--- config.mk ---
export PLATFORM = sky130hd
export DESIGN_NAME = snake_control
export DESIGN_NICKNAME = d
export VERILOG_FILES = /design/src/rtl/snake_pkg.sv /design/src/rtl/snake_control_button_debounce.sv /design/src/rtl/snake_control.sv
export SDC_FILE = /design/constraint.sdc
export NUM_CORES = 1
export LEC_CHECK = 0
export ABC_AREA = 0
export ABC_CLOCK_PERIOD_IN_PS = 2000
export CORE_MARGIN = 2
export CORE_UTILIZATION = 45
export DETAILED_ROUTE_END_ITERATION = 10
export MAX_ROUTING_LAYER = met4
export SYNTH_ARGS = -nofsm -noshare
export SYNTH_HDL_FRONTEND = slang
export SYNTH_SLANG_ARGS = --single-unit
--- constraint.sdc ---
create_clock -name clk -period 2 [get_ports clk]
set_clock_uncertainty 0.05 [all_clocks]
set_input_delay 0.4 -clock clk [delete_from_list [all_inputs] [get_ports clk]]
set_output_delay 0.4 -clock clk [all_outputs]
set_load 0.005 [all_outputs]
--- src/rtl/snake_pkg.sv ---
// Shared constants for the snake game: direction, game state and collision codes.
// The drawing and collision blocks import the same package so the encodings agree.
package snake_pkg;

  typedef enum logic [2:0] {
    DIR_IDLE  = 3'd0,
    DIR_UP    = 3'd1,
    DIR_DOWN  = 3'd2,
    DIR_LEFT  = 3'd3,
    DIR_RIGHT = 3'd4
  } dir_t;

  typedef enum logic [1:0] {
    GS_START     = 2'b00,
    GS_PLAY      = 2'b01,
    GS_GAME_OVER = 2'b11
  } game_state_t;

  typedef enum logic [1:0] {
    COL_NONE  = 2'b00,
    COL_WALL  = 2'b01,
    COL_APPLE = 2'b10,
    COL_SELF  = 2'b11
  } collision_t;

  // Button indices into the debounced press vector.
  localparam int NUM_BUTTONS = 5;
  localparam int BTN_UP      = 0;
  localparam int BTN_DOWN    = 1;
  localparam int BTN_LEFT    = 2;
  localparam int BTN_RIGHT   = 3;
  localparam int BTN_START   = 4;

  // True when a and b point in exactly opposite directions.
  function automatic logic is_opposite(input dir_t a, input dir_t b);
    return ((a == DIR_UP)    && (b == DIR_DOWN))  ||
           ((a == DIR_DOWN)  && (b == DIR_UP))    ||
           ((a == DIR_LEFT)  && (b == DIR_RIGHT)) ||
           ((a == DIR_RIGHT) && (b == DIR_LEFT));
  endfunction

endpackage

--- src/rtl/snake_control_button_debounce.sv ---
// One button conditioner: 2-FF synchroniser, stable-level counter and a
// single-cycle press pulse on each accepted rising level.
module button_debounce #(
  parameter logic [15:0] DEBOUNCE_CYCLES = 16'd50000
) (
  input  logic clk,
  input  logic reset,
  input  logic btn,
  output logic press
);

  logic [1:0]  sync_reg;
  logic [15:0] count_reg;
  logic        level_reg;
  logic        press_reg;

  // Bring the raw asynchronous button into the clk domain.
  always_ff @(posedge clk) begin
    if (reset) sync_reg <= 2'b00;
    else       sync_reg <= {sync_reg[0], btn};
  end

  // Accept a new level only after DEBOUNCE_CYCLES consecutive differing samples;
  // the press pulse is registered on the same edge the level flips to 1.
  always_ff @(posedge clk) begin
    if (reset) begin
      count_reg <= 16'd0;
      level_reg <= 1'b0;
      press_reg <= 1'b0;
    end else begin
      press_reg <= 1'b0;
      if (sync_reg[1] == level_reg) begin
        count_reg <= 16'd0;
      end else if (count_reg == DEBOUNCE_CYCLES - 16'd1) begin
        count_reg <= 16'd0;
        level_reg <= sync_reg[1];
        press_reg <= sync_reg[1];
      end else begin
        count_reg <= count_reg + 16'd1;
      end
    end
  end

  assign press = press_reg;

endmodule

--- src/rtl/snake_control.sv ---
// Game control for the snake: debounced buttons, game-state FSM, step timing
// from the frame tick, direction commit and apple score.
module snake_control
  import snake_pkg::*;
#(
  parameter logic [15:0] DEBOUNCE_CYCLES = 16'd50000,
  parameter logic [3:0]  FRAMES_PER_STEP = 4'd6,
  parameter logic [7:0]  GAMEOVER_FRAMES = 8'd120,
  parameter int          SCORE_BITS      = 8
) (
  input  logic                  clk,
  input  logic                  reset,
  input  logic                  btn_up,
  input  logic                  btn_down,
  input  logic                  btn_left,
  input  logic                  btn_right,
  input  logic                  btn_start,
  input  logic                  frame_tick,
  input  logic [1:0]            collision,
  output logic [2:0]            direction,
  output logic                  update,
  output logic [1:0]            game_state,
  output logic [SCORE_BITS-1:0] score
);

  localparam logic [SCORE_BITS-1:0] SCORE_MAX = {SCORE_BITS{1'b1}};

  logic [NUM_BUTTONS-1:0] btn_raw;
  logic [NUM_BUTTONS-1:0] btn_press;

  assign btn_raw = {btn_start, btn_right, btn_left, btn_down, btn_up};

  for (genvar gi = 0; gi < NUM_BUTTONS; gi++) begin : g_debounce
    button_debounce #(
      .DEBOUNCE_CYCLES(DEBOUNCE_CYCLES)
    ) u_debounce (
      .clk  (clk),
      .reset(reset),
      .btn  (btn_raw[gi]),
      .press(btn_press[gi])
    );
  end

  game_state_t           state_reg, state_next;
  dir_t                  direction_reg, direction_next;
  dir_t                  pending_dir_reg, pending_dir_next;
  dir_t                  press_dir;
  logic [3:0]            frame_cnt_reg, frame_cnt_next;
  logic [7:0]            hold_cnt_reg, hold_cnt_next;
  logic [SCORE_BITS-1:0] score_reg, score_next;
  logic                  update_reg, update_next;
  logic                  apple_prev_reg, apple_prev_next;
  logic                  apple_now;

  // Resolve simultaneous direction presses, UP highest priority.
  always_comb begin
    press_dir = DIR_IDLE;
    if      (btn_press[BTN_UP])    press_dir = DIR_UP;
    else if (btn_press[BTN_DOWN])  press_dir = DIR_DOWN;
    else if (btn_press[BTN_LEFT])  press_dir = DIR_LEFT;
    else if (btn_press[BTN_RIGHT]) press_dir = DIR_RIGHT;
  end

  assign apple_now = (collision == COL_APPLE);

  // Next-state and datapath: start/play/game-over sequencing, step timing and scoring.
  always_comb begin
    state_next       = state_reg;
    direction_next   = direction_reg;
    pending_dir_next = pending_dir_reg;
    frame_cnt_next   = frame_cnt_reg;
    hold_cnt_next    = hold_cnt_reg;
    score_next       = score_reg;
    update_next      = 1'b0;
    apple_prev_next  = 1'b0;
    case (state_reg)
      GS_START: begin
        direction_next = DIR_IDLE;
        if (btn_press[BTN_START]) begin
          state_next       = GS_PLAY;
          score_next       = '0;
          frame_cnt_next   = 4'd0;
          pending_dir_next = DIR_IDLE;
        end
      end
      GS_PLAY: begin
        // A reversal would drive the snake into itself, so it is dropped.
        if ((press_dir != DIR_IDLE) &&
            ((direction_reg == DIR_IDLE) || !is_opposite(press_dir, direction_reg)))
          pending_dir_next = press_dir;
        apple_prev_next = apple_now;
        if (apple_now && !apple_prev_reg && (score_reg != SCORE_MAX))
          score_next = score_reg + SCORE_BITS'(1);
        if ((collision == COL_WALL) || (collision == COL_SELF)) begin
          state_next     = GS_GAME_OVER;
          direction_next = DIR_IDLE;
          hold_cnt_next  = 8'd0;
        end else if (frame_tick) begin
          if (frame_cnt_reg == FRAMES_PER_STEP - 4'd1) begin
            frame_cnt_next = 4'd0;
            update_next    = 1'b1;
            direction_next = pending_dir_reg;
          end else begin
            frame_cnt_next = frame_cnt_reg + 4'd1;
          end
        end
      end
      GS_GAME_OVER: begin
        direction_next = DIR_IDLE;
        if (frame_tick) begin
          if (hold_cnt_reg == GAMEOVER_FRAMES - 8'd1) begin
            state_next    = GS_START;
            hold_cnt_next = 8'd0;
          end else begin
            hold_cnt_next = hold_cnt_reg + 8'd1;
          end
        end
      end
      default: begin
        state_next     = GS_START;
        direction_next = DIR_IDLE;
      end
    endcase
  end

  // Game-state register.
  always_ff @(posedge clk) begin
    if (reset) state_reg <= GS_START;
    else       state_reg <= state_next;
  end

  // Datapath registers: direction, pending press, counters, score and strobe.
  always_ff @(posedge clk) begin
    if (reset) begin
      direction_reg   <= DIR_IDLE;
      pending_dir_reg <= DIR_IDLE;
      frame_cnt_reg   <= 4'd0;
      hold_cnt_reg    <= 8'd0;
      score_reg       <= '0;
      update_reg      <= 1'b0;
      apple_prev_reg  <= 1'b0;
    end else begin
      direction_reg   <= direction_next;
      pending_dir_reg <= pending_dir_next;
      frame_cnt_reg   <= frame_cnt_next;
      hold_cnt_reg    <= hold_cnt_next;
      score_reg       <= score_next;
      update_reg      <= update_next;
      apple_prev_reg  <= apple_prev_next;
    end
  end

  assign direction  = direction_reg;
  assign update     = update_reg;
  assign game_state = state_reg;
  assign score      = score_reg;

endmodule

Word level (Yosys, flattened, before mapping)
Index checks and enable logic that the tools add are counted.

Add/subtract/negate cells: 8. Eq/ne operators: 34. Muxes and demuxes: 25. Bitwise gates (word level): 12. Reductions and logical operators: 43.

Operators with widths (count): $add 16x1->16 const B (5); $eq 16x16->1 const B (5); $mux 8 (5); $reduce_or 3->1 (11); $pmux 8 s2 (2); $mux 3 (6); $add 8x1->8 const B (2); $mux 4 (4); $ne 2x2->1 const B (7); $eq 3x2->1 const B (4); $not 1->1 (12); $reduce_and 2->1 (6); $reduce_and 3->1 (3); $eq 8x7->1 const B (1); $mux 2 (4); $ne 8x8->1 const B (1); $pmux 4 s2 (1); $reduce_and 4->1 (2); $logic_and 1x1->1 (7); $eq 2x2->1 const B (3); $eq 3x1->1 const B (2); $eq 3x3->1 const B (2); $pmux 2 s3 (1); $pmux 3 s2 (1); other kinds (14) (25).

Register bits: 130. Input bits: 10. Output and inout bits: 14. Word-level logic and storage cells: 150.

Logic depth before layout (Yosys ltp)
Gate-level depths: netlist (run 1).

Depth in word-level cells: 14. Gate-level depth with buffers: 7. Gate-level depth less buffers: 6.

Cells and area by module
Synthesis (run 1) repeated with hierarchy kept, for this count alone.

Cell total of the unflattened synthesis: 649. Area, all modules: 5810.6 um^2.

Modules (own cells, without submodules): button_debounce (times used 5, cells each 89, area an instance 830.8 um^2, seq. area each 400.4 um^2); snake_control (times used 1, cells each 204, area an instance 1656.6 um^2, seq. area each 600.6 um^2).

Worst setup path before layout (run 1)
OpenSTA, ideal clock, no wires.

Path kind: register -> register. From: register g_debounce[1].u_debounce.count_reg[0]. To: register g_debounce[1].u_debounce.count_reg[10]. Library setup time: 0.128 ns. Data arrival time: 1.560 ns. Data required time: 1.822 ns. Path slack: 0.263 ns. Stages on the path, launching flop included: 8. Buffers on the path: 2. Clock period less this slack: 1.737 ns. Path through: dfxtp_1 > ha_1 > and3_1 > clkbuf_1 > nand4_1 > nand2_1 > clkbuf_1 > nor2_1.

Word-level cells in the longest chain between the ends: 2. Elaborated cells on any way between the ends: 3. Classes of those cells: add/sub: 1; eq/ne: 1; reduce/logical: 1.

RTL lines: start, declared (RTL line snake_control_button_debounce.sv:13) `logic [15:0] count_reg;`; start signal, assigned (RTL line snake_control_button_debounce.sv:39) `count_reg <= count_reg + 16'd1;`; branches (longest 2 deep; another with $add 16x1->16).

Several ways; the timed one is not identified. A chain may end at the register's enable or synchronous reset.

Final worst setup path (run 1)
From: register state_reg[1], in the netlist game_state[1]. To: output game_state[1].

RTL lines: start, declared (RTL line snake_control.sv:44) `game_state_t state_reg, state_next;`; start signal, assigned (RTL line snake_control.sv:129) `else state_reg <= state_next;`; end, declared (RTL line snake_control.sv:22) `output logic [1:0] game_state,`.

No word-level cell between the ends.

==> results.cfg, run 1 <==
[critical_path]
cp-start-kind = flip-flop
r2r_setup_slack_ps = 180
crit_required_ps = 1550
end_kind = primary output
worstPathArrival_ps = 1460
critPathKind = reg -> out
crit_start = game_state[1]$_SDFFE_PP0P_
crit_fanout = 15
r2r_start = score[1]$_SDFFE_PP0P_

[yosys]
synth.area.top_cells = dfxtp_1 46%, nor2_1 6.4%, xnor2_1 5.4%
synthArstFlopShare_pct = 0
synth_area_um2 = 5720
syn_area_per_cell_um2 = 8.87
syn_inst = 645
synth_nets = 664
synth_ff_type = dfxtp_1
yosysTopAreaCell = dfxtp_1
synth_warnings = 0
synth-edff-count = 0
ys_ff_latch = 130
ys_seq_area_share_pct = 45.5
synthDistinctLibCells = 47
synth_top_area_share_pct = 45.5

[layout]
fin_nets = 704
final_cell_mix = 130 x dfxtp_1, 97 x nor2_1, 42 x nand3_1
design_area_um2 = 6900
instances_no_fill = 870
multiInputGateArea_um2 = 2980
antenna_cells = 0
drive_gt1_share_pct = 9.03
layout_commonest_cell = dfxtp_1
area_growth_pct = 20.7
nFillCells = 1150
largest_reg_flops = 80
register_area_um2 = 2600
fin_util_pct = 55.1

[min_path]
hold_path_startpoint = reset
hold_path.class = in -> reg

[placed_design]
place_area_um2 = 6240
place_congestion = 0.835
dpl.hpwl_um = 7640
dp.cells = 838
io_buffers = 23

[floorplanning]
num_rows = 41
start_util_pct = 45.7
die_w_um = 117
dieArea_um2 = 13600
ios = 24
die_h_um = 117
core-area_um2 = 12500

[outcome]
status = complete, no violations

[global_route]
grt_overflow = 0
grt_pass1_wl_um = 19200
grt_max_degree = 23
track_usage_pct = 18.2
grt_pass1_vias = 4402
antenna_found_initial = 0

[drt]
drt_iter0_drc = 264
firstDrtPassIters = 4
drt-wirelength-per-cell_um = 12.6
routed_wl_um = 11000
vias = 4552
drc = 0
drt-vias-per-instance = 5.23
ant_nets = 0

[clock_tree]
clk_latency_ps = 410
htree_levels = 4
cts_tree = built
postCtsSetupBuffers = 0
clockBufferDepth = 2
hold_buffers = 0
cts_resized = 0
cts.clk_slew.worst_paths_ps = 60
cts-buffers-inserted = 17
cts.sinks = 130
root_buffer = clkbuf_16

[timing]
finalMaxSlewViolations = 0
tns_ps = 0
worst_slew_pin_slew_ps = 464
rsz0062_at_grt = no
whs_ps = 315
hold_viol = 0
fin_crit_sh_pct = 95.3
fmaxAchievable_ghz = 0.524
setup_violations = 0
relSlewSlack_pct = 68.7
min_period_ps = 1910

[power_and_ir_drop]
p_int_w = 0.00487
p_comb_share_pct = 1.6
power.share.switching_pct = 20.2
switchingPower_w = 0.00123
pwr_density_cell_nw_per_um2 = 884
leakage_nw = 2.37
ir_worst_vdd_v = 0.000570
seqPwrFrac_pct = 42.8
clockPowerShare_pct = 55.7

[flow_run]
max_cap_viol_count = 0
==> cells by family (layout without fill, tap and decap cells) <==
group	count (synthesis)	count (layout)	share of synthesized area, %
AOI/OAI and AO/OA	54	54	5.40
xor gates and xnor gates	69	69	10.6
adders and majority gates	9	9	1.97
buffers and inverters	36	89	2.38
DFF	130	130	45.5
muxes	16	16	2.82
and+or+nand+nor	331	331	31.3
==> cells in the mapped netlist (13+ instances only) <==
| cell | count |
|---|---|
| a21oi_1 | 28 |
| and3_1 | 17 |
| clkbuf_1 | 21 |
| dfxtp_1 | 130 |
| inv_1 | 13 |
| mux2i_1 | 15 |
| nand2_1 | 41 |
| nand3_1 | 42 |
| nand4_1 | 29 |
| nor2_1 | 97 |
| o21ai_0 | 13 |
| xnor2_1 | 35 |
| xor2_1 | 34 |
==> stage by stage <==
step | setup slack (ps) | total power (W)
floorplan | 263 | 0.00271
global placement | -188 | 0.00276
detailed placement | -214 | 0.00276
CTS | 58.3 | 0.00618
global route | 41.9 | 0.00632
finish | 93.0 | 0.00610
==> layout make-up <==
type,instances,area share [%]
clock inverter,15,3.34
sequential,130,37.7
multi-input combinational,479,43.2
inverter,13,0.707
clock buffer,17,6.16
timing repair buffer,44,5.78
tap,172,3.12
==> routing by layer <==
layer / routed length (um) / vias to the layer above / GRT usage [%]
met5: 0 / - / -
met4: 135 / 0 / 7.53
met3: 331 / 14 / 5.60
met2: 5120 / 50 / 28.9
met1: 5410 / 2127 / 21.4
li1: - / 2361 / -
==> worst paths after layout <==
check,to,cells past startpoint
worst max-delay path,game_state[1],2
worst min register to register,g_debounce[4].u_debounce.sync_reg[1]$_SDFF_PP0_,1
worst min-delay path,game_state[0]$_SDFFE_PP0P_,2
worst max register to register,score[2]$_SDFFE_PP0P_,6
==> worst max-delay path: stages (launching register included) <==
cell and delay (ps):
dfxtp_1 330, buf_4 190, clkdlybuf4s50_1 520
==> power groups by stage <==
stage | Combinational (W) | Clock (W) | Sequential [W]
finish | 0.0000952 | 0.00340 | 0.00261
global route | 0.000106 | 0.00360 | 0.00261
CTS | 0.0000964 | 0.00348 | 0.00261
detailed placement | 0.0000960 | 0 | 0.00267
global placement | 0.0000948 | 0 | 0.00267
floorplan | 0.0000492 | 0 | 0.00266
No activity file was read; power rests on OpenSTA's default activity.
==> run 2, diff against run 1 <==
- PLACE_DENSITY: not set -> 0.68
==> results.cfg, run 2 (synthesis gave the netlist of run 1 again) <==
[clock_tree]
htree_levels = 4
hold_buffers = 0
cts.sinks = 130
clk_latency_ps = 420
cts-buffers-inserted = 17
cts.clk_slew.worst_paths_ps = 50
root_buffer = clkbuf_16
clockBufferDepth = 2
cts_tree = built

[placed_design]
io_buffers = 23
dp.cells = 832
dpl.hpwl_um = 7540
place_congestion = 0.857

[drt]
drt_iter0_drc = 310
routed_wl_um = 10800
highest_layer = met4
drt-wirelength-per-cell_um = 12.4
drt-vias-per-instance = 5.28
wl_met1_um = 5140
drc = 0
wl_met2_um = 5070
ant_nets = 0
met3_length_um = 377
firstDrtPassIters = 4
vias = 4590

[global_route]
grt_pass1_wl_um = 18900
track_usage_pct = 17.9
grt_pass1_vias = 4419
grt_max_degree = 37
antenna_found_initial = 0
grt_overflow = 0

[critical_path]
crit_fanout = 8
critPathKind = reg -> out
end_kind = primary output
cp-start-kind = flip-flop
slowest_stage = clkdlybuf4s50_1
worstPathArrival_ps = 1470
cp_slowest_stage_delay_ps = 490
path_cells = buf_6, clkdlybuf4s50_1
crit_required_ps = 1550

[timing]
min_period_ps = 1920
setup_violations = 0
rsz0062_at_grt = no
hold_viol = 0
fmaxAchievable_ghz = 0.522
worst_slew_pin_slew_ps = 872
fin_crit_sh_pct = 95.8
relSlewSlack_pct = 41.7
finalMaxSlewViolations = 0

[floorplanning]
ios = 24
die_w_um = 117
num_rows = 41
die_h_um = 117
core-area_um2 = 12500
dieArea_um2 = 13600
start_util_pct = 45.7

[layout]
instances_no_fill = 869
area_growth_pct = 19.5
antenna_cells = 0
layout_commonest_cell = dfxtp_1
fin_util_pct = 54.6
drive_gt1_share_pct = 8.46
fin_nets = 703
final_cell_mix = 130 x dfxtp_1, 97 x nor2_1, 42 x nand3_1
largest_reg_flops = 80

[power_and_ir_drop]
ir_worst_vdd_v = 0.000549
leakage_nw = 2.33
pwr_density_cell_nw_per_um2 = 849

[flow_run]
max_cap_viol_count = 0

[outcome]
status = complete, no violations

[min_path]
hold_path.class = in -> reg
-- run 2: worst max-delay path: cells and delay by family (launching register included) --
| family | cells | cell delay, ps |
|---|---|---|
| DFF | 1 | 400 |
| buffers and inverters | 2 | 650 |
-- run 2: power breakdown --
part           switching (W)  leakage, nW  internal (W)
combinational      0.0000489        0.992     0.0000417
sequential        0.00000785         1.05       0.00260
clock                0.00109        0.286       0.00201
-- run 2: path summary, 6_finish.rpt --
| kind | start | end | slack [ps] | depth (start not counted) |
|---|---|---|---|---|
| hold / removal | reset | score[1]$_SDFFE_PP0P_ | 330 | 2 |
| setup reg to reg | game_state[1]$_SDFFE_PP0P_ | score[6]$_SDFFE_PP0P_ | 160 | 5 |
| setup / recovery | game_state[0]$_SDFFE_PP0P_ | game_state[0] | 80 | 2 |
| hold reg to reg | g_debounce[0].u_debounce.sync_reg[0]$_SDFF_PP0_ | g_debounce[0].u_debounce.sync_reg[1]$_SDFF_PP0_ | 390 | 1 |
-- run 2: cell type report --
cell class              instances  area (um^2)
fillers                      1170         5680
clock buffers                  22          464
repair buffers                 43          392
clock inverters                10          133
flip-flops and latches        130         2600
well taps                     172          215
multi-input cells             479         2980
inverters                      13         48.8
-- run 2: through the flow --
stage	worst slack (ps)	TNS [ps]	power, W	hold slack (ps)	instance area [um^2]
after floorplan	263	0	0.00271	364	5720
after global placement	-102	-212	0.00276	371	6200
after detailed placement	-184	-561	0.00276	383	6200
after CTS	30.9	0	0.00586	332	6800
after global routing	15.3	0	0.00600	361	6840
final	84.1	0	0.00580	332	6840
-- run 2: metal layers --
metal	vias up	global-route usage, %
met3	16	4.20
li1	2353	-
met1	2155	21.4
met5	-	-
met4	0	9.02
met2	66	28.2
-- run 2: repair_timing --
item | 4_1_cts | 5_1_grt
setup buffers | 0 | 5
pin swaps | 0 | 1
setup endpoints to repair | 1 | 2
gates resized for setup | 1 | 0
==> run 3, diff against run 2 <==
- MAX_ROUTING_LAYER: met4 -> not set
==> results.cfg, run 3 (synthesis gave the netlist of run 1 again) <==
[power_and_ir_drop]
leakage_nw = 2.33
ir_worst_vdd_v = 0.000550
finalPower_w = 0.00581
pwr_density_cell_nw_per_um2 = 849

[global_route]
antenna_found_initial = 0
track_usage_pct = 17.3
grt_pass1_wl_um = 18900
grt_pass1_vias = 4413
grt_overflow = 0
grt_max_degree = 37

[timing]
relSlewSlack_pct = 39.7
finalMaxSlewViolations = 0
rsz0062_at_grt = no
fmaxAchievable_ghz = 0.523
hold_viol = 0
setup_violations = 0
min_period_ps = 1910
worst_slew_pin_slew_ps = 902
fin_crit_sh_pct = 95.7

[clock_tree]
hold_buffers = 0
htree_levels = 4
cts-buffers-inserted = 17
cts_tree = built
clockBufferDepth = 2
clk_latency_ps = 420
cts.clk_slew.worst_paths_ps = 50
root_buffer = clkbuf_16
cts.sinks = 130

[critical_path]
path_cells = buf_6, clkdlybuf4s50_1
slowest_stage = clkdlybuf4s50_1
worstPathArrival_ps = 1460
crit_fanout = 8
cp-start-kind = flip-flop
crit_required_ps = 1550
end_kind = primary output
cp_slowest_stage_delay_ps = 490
critPathKind = reg -> out

[drt]
firstDrtPassIters = 4
vias = 4570
drt_iter0_drc = 283
drt-wirelength-per-cell_um = 12.4
drt-vias-per-instance = 5.26
ant_nets = 0
drc = 0
routed_wl_um = 10800

[floorplanning]
die_h_um = 117
num_rows = 41
core-area_um2 = 12500
dieArea_um2 = 13600
ios = 24
start_util_pct = 45.7
die_w_um = 117

[placed_design]
place_congestion = 0.844
dpl.hpwl_um = 7540
place_area_um2 = 6200
io_buffers = 23

[layout]
final_cell_mix = 130 x dfxtp_1, 97 x nor2_1, 42 x nand3_1
antenna_cells = 0
area_growth_pct = 19.5
largest_reg_flops = 80
layout_commonest_cell = dfxtp_1
fin_nets = 703
drive_gt1_share_pct = 8.46
design_area_um2 = 6840

[outcome]
status = complete, no violations

[min_path]
hold_path.class = in -> reg

[flow_run]
max_cap_viol_count = 0
-- run 3: cell counts in the layout (fill, tap and decap cells not counted) --
Identical to the previous run, type by type.
-- run 3: what timing repair did --
item / 4_1_cts / 5_1_grt
resized for setup: 1 / 0
buffers inserted: 0 / 5
hold endpoints to repair: 0 / 0
pin swaps: 0 / 1
endpoints found under the setup margin: 1 / 2
-- run 3: stage by stage --
| stage | hold WS [ps] | cells | setup slack, ps | utilization [%] | TNS [ps] |
|---|---|---|---|---|---|
| final | 331 | 869 | 86.9 | 54.6 | 0 |
| after CTS | 332 | 864 | 30.9 | 54.3 | 0 |
| after global placement | 371 | 832 | -102 | 49.5 | -212 |
| after floorplan | 364 | 645 | 263 | - | 0 |
| after global routing | 359 | 869 | 15.3 | 54.6 | 0 |
| after detailed placement | 383 | 832 | -184 | 49.5 | -561 |
-- run 3: where the power goes --
group / internal, W / leakage [nW] / switching [W] / total, W
sequential: 0.00260 / 1.05 / 0.00000781 / 0.00261
combinational: 0.0000417 / 0.992 / 0.0000489 / 0.0000905
clock: 0.00201 / 0.286 / 0.00109 / 0.00310
-- run 3: final timing paths --
path / from / to / slack [ps] / cells past startpoint
worst min register to register: g_debounce[0].u_debounce.sync_reg[0]$_SDFF_PP0_ / g_debounce[0].u_debounce.sync_reg[1]$_SDFF_PP0_ / 390 / 1
worst min-delay path: reset / score[1]$_SDFFE_PP0P_ / 330 / 2
worst max-delay path: game_state[0]$_SDFFE_PP0P_ / game_state[0] / 90 / 2
worst max register to register: game_state[1]$_SDFFE_PP0P_ / score[6]$_SDFFE_PP0P_ / 160 / 5
-- run 3: cell type report --
type | count | area (um^2)
fill | 1170 | 5680
clock inverter | 10 | 133
inverter | 13 | 48.8
sequential | 130 | 2600
multi-input combinational | 479 | 2980
tap | 172 | 215
clock buffer | 22 | 464
timing repair buffer | 43 | 392
-- run 3: routing by layer --
metal	wire, um	GRT usage, %	vias up
met5	0	0	-
met4	183	8.31	0
met3	427	4.72	14
met2	5030	28.2	62
met1	5150	21.3	2140
li1	-	-	2354
-- run 3: critical path, delay by kind of cell (launching register included) --
| family | cells | cell delay (ps) |
|---|---|---|
| flip-flops | 1 | 400 |
| buffers and inverters | 2 | 650 |
